File: src/rtl/bip_pkg.sv
// Shared definitions for the BIP-2 control unit: widths, opcodes and FSM state encoding.
// Build option: BIP_EXT_BRANCH_EN (see bip_branch_eval) enables BGT/BGE/BLT/BLE.
package bip_pkg;

    localparam int BIP_ADDR_W  = 11;
    localparam int BIP_DATA_W  = 11;
    localparam int BIP_INSTR_W = 16;
    localparam int BIP_OPC_W   = 5;

    typedef enum logic [2:0] {
        S_FETCH  = 3'd0,
        S_DECODE = 3'd1,
        S_MEMRD  = 3'd2,
        S_EXEC   = 3'd3,
        S_HALT   = 3'd4
    } state_t;

    localparam logic [4:0] OP_HLT  = 5'b00000;
    localparam logic [4:0] OP_STO  = 5'b00001;
    localparam logic [4:0] OP_LD   = 5'b00010;
    localparam logic [4:0] OP_LDI  = 5'b00011;
    localparam logic [4:0] OP_ADD  = 5'b00100;
    localparam logic [4:0] OP_ADDI = 5'b00101;
    localparam logic [4:0] OP_SUB  = 5'b00110;
    localparam logic [4:0] OP_SUBI = 5'b00111;
    localparam logic [4:0] OP_BEQ  = 5'b01000;
    localparam logic [4:0] OP_BNE  = 5'b01001;
    localparam logic [4:0] OP_BGT  = 5'b01010;
    localparam logic [4:0] OP_BGE  = 5'b01011;
    localparam logic [4:0] OP_BLT  = 5'b01100;
    localparam logic [4:0] OP_BLE  = 5'b01101;
    localparam logic [4:0] OP_JMP  = 5'b01110;

    // Opcodes whose operand is a data-memory address that must be read first.
    function automatic logic needs_mem_read(input logic [4:0] opc);
        return (opc == OP_LD) || (opc == OP_ADD) || (opc == OP_SUB);
    endfunction

endpackage

File: src/rtl/bip_branch_eval.sv
// Combinational branch decision from the opcode and the registered STATUS flags.
// Build option: BIP_EXT_BRANCH_EN adds BGT/BGE/BLT/BLE; otherwise those opcodes are never taken.
module bip_branch_eval
    import bip_pkg::*;
(
    input  logic [4:0] i_opcode,
    input  logic       i_z,
    input  logic       i_n,
    output logic       o_taken
);

    always_comb begin
        o_taken = 1'b0;
        case (i_opcode)
            OP_BEQ:  o_taken = i_z;
            OP_BNE:  o_taken = ~i_z;
            OP_JMP:  o_taken = 1'b1;
`ifdef BIP_EXT_BRANCH_EN
            OP_BGT:  o_taken = ~i_z & ~i_n;
            OP_BGE:  o_taken = ~i_n;
            OP_BLT:  o_taken = i_n;
            OP_BLE:  o_taken = i_n | i_z;
`else
            OP_BGT, OP_BGE, OP_BLT, OP_BLE: o_taken = 1'b0;
`endif
            default: o_taken = 1'b0;
        endcase
    end

endmodule

File: src/rtl/bip_control_unit.sv
// BIP-2 multi-cycle fetch/decode/execute control: holds PC, IR, ACC and STATUS (Z,N).
// Build option: BIP_EXT_BRANCH_EN enables the signed-compare branches in bip_branch_eval.
module bip_control_unit
    import bip_pkg::*;
#(
    parameter int ADDR_W  = BIP_ADDR_W,
    parameter int DATA_W  = BIP_DATA_W,
    parameter int INSTR_W = BIP_INSTR_W,
    parameter int OPC_W   = BIP_OPC_W
) (
    input  logic               clk,
    input  logic               rst_n,
    output logic [ADDR_W-1:0]  instr_addr,
    output logic               instr_rd,
    input  logic [INSTR_W-1:0] instr_data,
    output logic [ADDR_W-1:0]  data_addr,
    output logic               data_rd,
    output logic               data_wr,
    output logic [DATA_W-1:0]  data_wdata,
    input  logic [DATA_W-1:0]  data_rdata,
    output logic [DATA_W-1:0]  alu_operand1,
    output logic [DATA_W-1:0]  alu_operand2,
    output logic               alu_operation,
    input  logic [DATA_W-1:0]  alu_result,
    input  logic               alu_z,
    input  logic               alu_n,
    output logic               halted,
    output logic [2:0]         o_dbg_state
);

    // Handshake: instr_rd / data_rd are one-cycle requests whose data is valid
    // the following cycle; data_wr is a one-cycle write with address and data
    // valid in the same cycle. At most one strobe is high in any cycle.

    state_t              r_state;
    state_t              w_next_state;
    logic [ADDR_W-1:0]   r_pc;
    logic [INSTR_W-1:0]  r_ir;
    logic [DATA_W-1:0]   r_acc;
    logic                r_z;
    logic                r_n;

    logic [OPC_W-1:0]    w_opcode;
    logic [OPC_W-1:0]    w_in_opcode;
    logic [ADDR_W-1:0]   w_operand;
    logic [DATA_W-1:0]   w_operand_data;
    logic                w_taken;
    logic                w_ir_we;
    logic                w_acc_we;
    logic [DATA_W-1:0]   w_acc_d;
    logic                w_flags_we;
    logic                w_pc_we;
    logic [ADDR_W-1:0]   w_pc_d;

    assign w_opcode       = r_ir[INSTR_W-1 -: OPC_W];
    assign w_in_opcode    = instr_data[INSTR_W-1 -: OPC_W];
    assign w_operand      = r_ir[INSTR_W-OPC_W-1:0];
    assign w_operand_data = DATA_W'(w_operand);

    assign instr_addr    = r_pc;
    assign data_addr     = w_operand;
    assign data_wdata    = r_acc;
    assign alu_operand1  = r_acc;
    assign alu_operand2  = ((w_opcode == OP_ADD) || (w_opcode == OP_SUB)) ? data_rdata
                                                                           : w_operand_data;
    assign alu_operation = (w_opcode == OP_SUB) || (w_opcode == OP_SUBI);
    assign halted        = (r_state == S_HALT);
    assign o_dbg_state   = r_state;

    bip_branch_eval u_branch_eval (
        .i_opcode (w_opcode),
        .i_z      (r_z),
        .i_n      (r_n),
        .o_taken  (w_taken)
    );

    always_comb begin
        w_next_state = r_state;
        instr_rd     = 1'b0;
        data_rd      = 1'b0;
        data_wr      = 1'b0;
        w_ir_we      = 1'b0;
        w_acc_we     = 1'b0;
        w_acc_d      = r_acc;
        w_flags_we   = 1'b0;
        w_pc_we      = 1'b0;
        w_pc_d       = r_pc + ADDR_W'(1);

        case (r_state)
            S_FETCH: begin
                // Reset parks the FSM in S_FETCH; keep the strobe quiet until release.
                instr_rd     = rst_n;
                w_next_state = S_DECODE;
            end
            S_DECODE: begin
                w_ir_we = 1'b1;
                if (needs_mem_read(w_in_opcode)) begin
                    w_next_state = S_MEMRD;
                end else if (w_in_opcode == OP_HLT) begin
                    w_next_state = S_HALT;
                end else begin
                    w_next_state = S_EXEC;
                end
            end
            S_MEMRD: begin
                data_rd      = 1'b1;
                w_next_state = S_EXEC;
            end
            S_EXEC: begin
                w_next_state = S_FETCH;
                w_pc_we      = 1'b1;
                if (w_taken) begin
                    w_pc_d = w_operand;
                end
                case (w_opcode)
                    OP_STO: data_wr = 1'b1;
                    OP_LD: begin
                        w_acc_we = 1'b1;
                        w_acc_d  = data_rdata;
                    end
                    OP_LDI: begin
                        w_acc_we = 1'b1;
                        w_acc_d  = w_operand_data;
                    end
                    OP_ADD, OP_ADDI, OP_SUB, OP_SUBI: begin
                        w_acc_we   = 1'b1;
                        w_acc_d    = alu_result;
                        w_flags_we = 1'b1;
                    end
                    default: ;
                endcase
            end
            S_HALT: w_next_state = S_HALT;
            default: w_next_state = S_FETCH;
        endcase
    end

    always_ff @(posedge clk or negedge rst_n) begin
        if (!rst_n) begin
            r_state <= S_FETCH;
        end else begin
            r_state <= w_next_state;
        end
    end

    always_ff @(posedge clk or negedge rst_n) begin
        if (!rst_n) begin
            r_pc  <= '0;
            r_ir  <= '0;
            r_acc <= '0;
            r_z   <= 1'b0;
            r_n   <= 1'b0;
        end else begin
            if (w_ir_we) begin
                r_ir <= instr_data;
            end
            if (w_pc_we) begin
                r_pc <= w_pc_d;
            end
            if (w_acc_we) begin
                r_acc <= w_acc_d;
            end
            if (w_flags_we) begin
                r_z <= alu_z;
                r_n <= alu_n;
            end
        end
    end

endmodule
File: config.mk
export PLATFORM = sky130hd
export DESIGN_NAME = bip_control_unit
export DESIGN_NICKNAME = d
export VERILOG_FILES = /design/src/rtl/bip_pkg.sv /design/src/rtl/bip_branch_eval.sv /design/src/rtl/bip_control_unit.sv
export SDC_FILE = /design/constraint.sdc
export NUM_CORES = 1
export LEC_CHECK = 0
export CAP_MARGIN = 20
export CORE_ASPECT_RATIO = 0.9
export CORE_MARGIN = 2
export CORE_UTILIZATION = 52
export DETAILED_ROUTE_END_ITERATION = 8
export DONT_BUFFER_PORTS = 1
export PLACE_DENSITY = 0.69
export SYNTH_ARGS = -nofsm -noshare
export SYNTH_HDL_FRONTEND = slang
export SYNTH_HIERARCHICAL = 1
export SYNTH_SLANG_ARGS = --single-unit
File: constraint.sdc
create_clock -name clk -period 5.48 [get_ports clk]
set_input_delay 1.096 -clock clk [delete_from_list [all_inputs] [get_ports clk]]
set_output_delay 1.096 -clock clk [all_outputs]
set_load 0.005 [all_outputs]
==> impl_metrics.json <==
{
  "max_freq_mhz": 291.8,
  "slowest_stage": "nor2b_4",
  "crit_required_ns": 4.38,
  "place.gp.congestion": 0.8288,
  "cts_inserted_buffers": 5,
  "n_antenna_cell": 0,
  "maxSlewViolCount": 0,
  "viasPerCell": 6.390,
  "place_ws_ns": 2.404,
  "die_w_um": 76.65,
  "cp-start-kind": "flip-flop",
  "drc": 0,
  "drive_gt1_share_pct": 19.32,
  "cts_hold_buf": 0,
  "final_area_um2": 2397,
  "cp.arrival_ns": 2.33,
  "placedInstanceArea_um2": 2321,
  "grt_max_degree": 44,
  "dp_hpwl_mm": 3.976,
  "syn_to_final_growth_pct": -2.938,
  "syn_area_um2": 2470,
  "final.setup.tns_ns": 0,
  "syn_area_per_cell_um2": 10.55,
  "min_path_type": "in2async",
  "grt_usage_pct": 21.43,
  "rsz0062_at_grt": "false",
  "clock_latency_ns": 0.29,
  "maxCapViolations": 0,
  "skew_ns": 0.004268,
  "io_pins": 105,
  "path_max_fanout": 11,
  "finalWorstSetupSlack_ns": 2.053,
  "slew_headroom_pct": 31.76,
  "initial_core_util_pct": 54.67,
  "root_buffer": "clkbuf_8",
  "dp.cells": 262,
  "htreeDepth": 2,
  "fin_crit_sh_pct": 62.53,
  "antenna_left": 0,
  "crit_type": "reg2out",
  "rows": 23,
  "syn_inst": 234,
  "powerDensity_nw_per_um2": 608.0,
  "grt_pass1_wl_mm": 8.949,
  "cts_sinks": 42,
  "yosys_warnings": 6,
  "setup_viol": 0,
  "die_y_um": 69.38,
  "port_buffers": 0,
  "die-area_um2": 5318,
  "fillers": 416,
  "fin_cells": 269,
  "clk_pin_slew_ns": 0.08,
  "critPathCaptureType": "primary output",
  "status": "complete, no violations",
  "clk_path_buf_depth": 2,
  "finalHoldViolations": 0,
  "slowest_delay_ns": 0.52,
  "nets": 250,
  "p_leak_nw": 0.9188,
  "crit_chain": "nor2_1 > and2_1 > nor2b_4 > mux2_2",
  "antenna_found_initial": 0,
  "vias": 1719,
  "post_cts_buffers": 0,
  "syn-num-nets": 277,
  "avgRoutedWirePerCell_um": 20.30,
  "first_iter_violations": 163,
  "cts-resized-gates": 0,
  "drtPass1Iterations": 4,
  "design.core.area_um2": 4518,
  "worstMarginPinSlew_ns": 1.021,
  "grt_pass1_vias": 1705,
  "vdd_ir_drop_max_uv": 304.5,
  "globalRoute.totalOverflow": 0,
  "tritoncts": "built",
  "period_needed_ns": 3.427,
  "totalWireLength_mm": 5.460
}
cell type report:
cell class	count	area, um2	area share [%]
repair buffers	1	7.507	0.3132
inverters	6	22.52	0.9395
well taps	62	77.57	3.236
flip-flops and latches	42	1051	43.84
clock buffers	7	76.32	3.184
multi-input cells	151	1162	48.49
sequential cells by signal, indices dropped and copies added, names as in the netlist:
name,flops
alu_operand1,11
instr_addr,11
o_dbg_state,3
r_ir,16
r_z,1
placed cells by master, fill, tap and decap left out, drive strengths merged, types with 3 or more instances in the layout:
cell type,n
dfrtp,42
mux2,28
nor2,19
a21oi,17
a222oi,10
o21ai,10
nor3,8
nand2,8
clkbuf,7
inv,6
nand3,6
nor3b,4
nor4,4
nand2b,3
a31oi,3
worst paths after layout:
kind                       startpoint               end  slack (ns)  depth (start not counted)
max in group asynchronous       rst_n    o_dbg_state[1]        4.89                          0
max reg2reg                  r_ir[13]     instr_addr[8]        3.21                          7
min in group clk                  r_z               r_z        0.54                          1
min reg2reg                       r_z               r_z        0.54                          1
max                          r_ir[15]  alu_operand2[10]        2.05                          4
min                             rst_n           r_ir[5]        0.49                          0
layer usage:
metal / routed length [um] / part of all wire (%) / vias up / track usage, %
li1: - / - / 797 / -
met1: 2271 / 42 / 832 / 26.41
met2: 2705 / 50 / 83 / 36.18
met3: 419 / 7.7 / 7 / 6.901
met4: 63 / 1.2 / 0 / 6.061
met5: 0 / 0 / - / 0
critical path, delay by kind of cell (launching register included):
kind,cells,cell delay (ns)
AND/OR/NAND/NOR,3,1.14
multiplexers,1,0.41
flip-flops,1,0.49
power by group:
| part | internal (mW) | switching, mW |
|---|---|---|
| Sequential | 0.456 | 0.244 |
| Clock | 0.0878 | 0.0987 |
| Combinational | 0.298 | 0.273 |
per-stage QoR:
step / total power [mW] / util [%] / hold slack [ns]
2_1_floorplan: 1.250 / - / 0.4857
3_3_place_gp: 1.257 / 51.37 / 0.5194
3_5_place_dp: 1.285 / 51.37 / 0.5271
4_1_cts: 1.475 / 53.06 / 0.4819
5_1_grt: 1.581 / 53.06 / 0.4719
6_report: 1.458 / 53.06 / 0.4906
(Power assumes the default switching activity.)
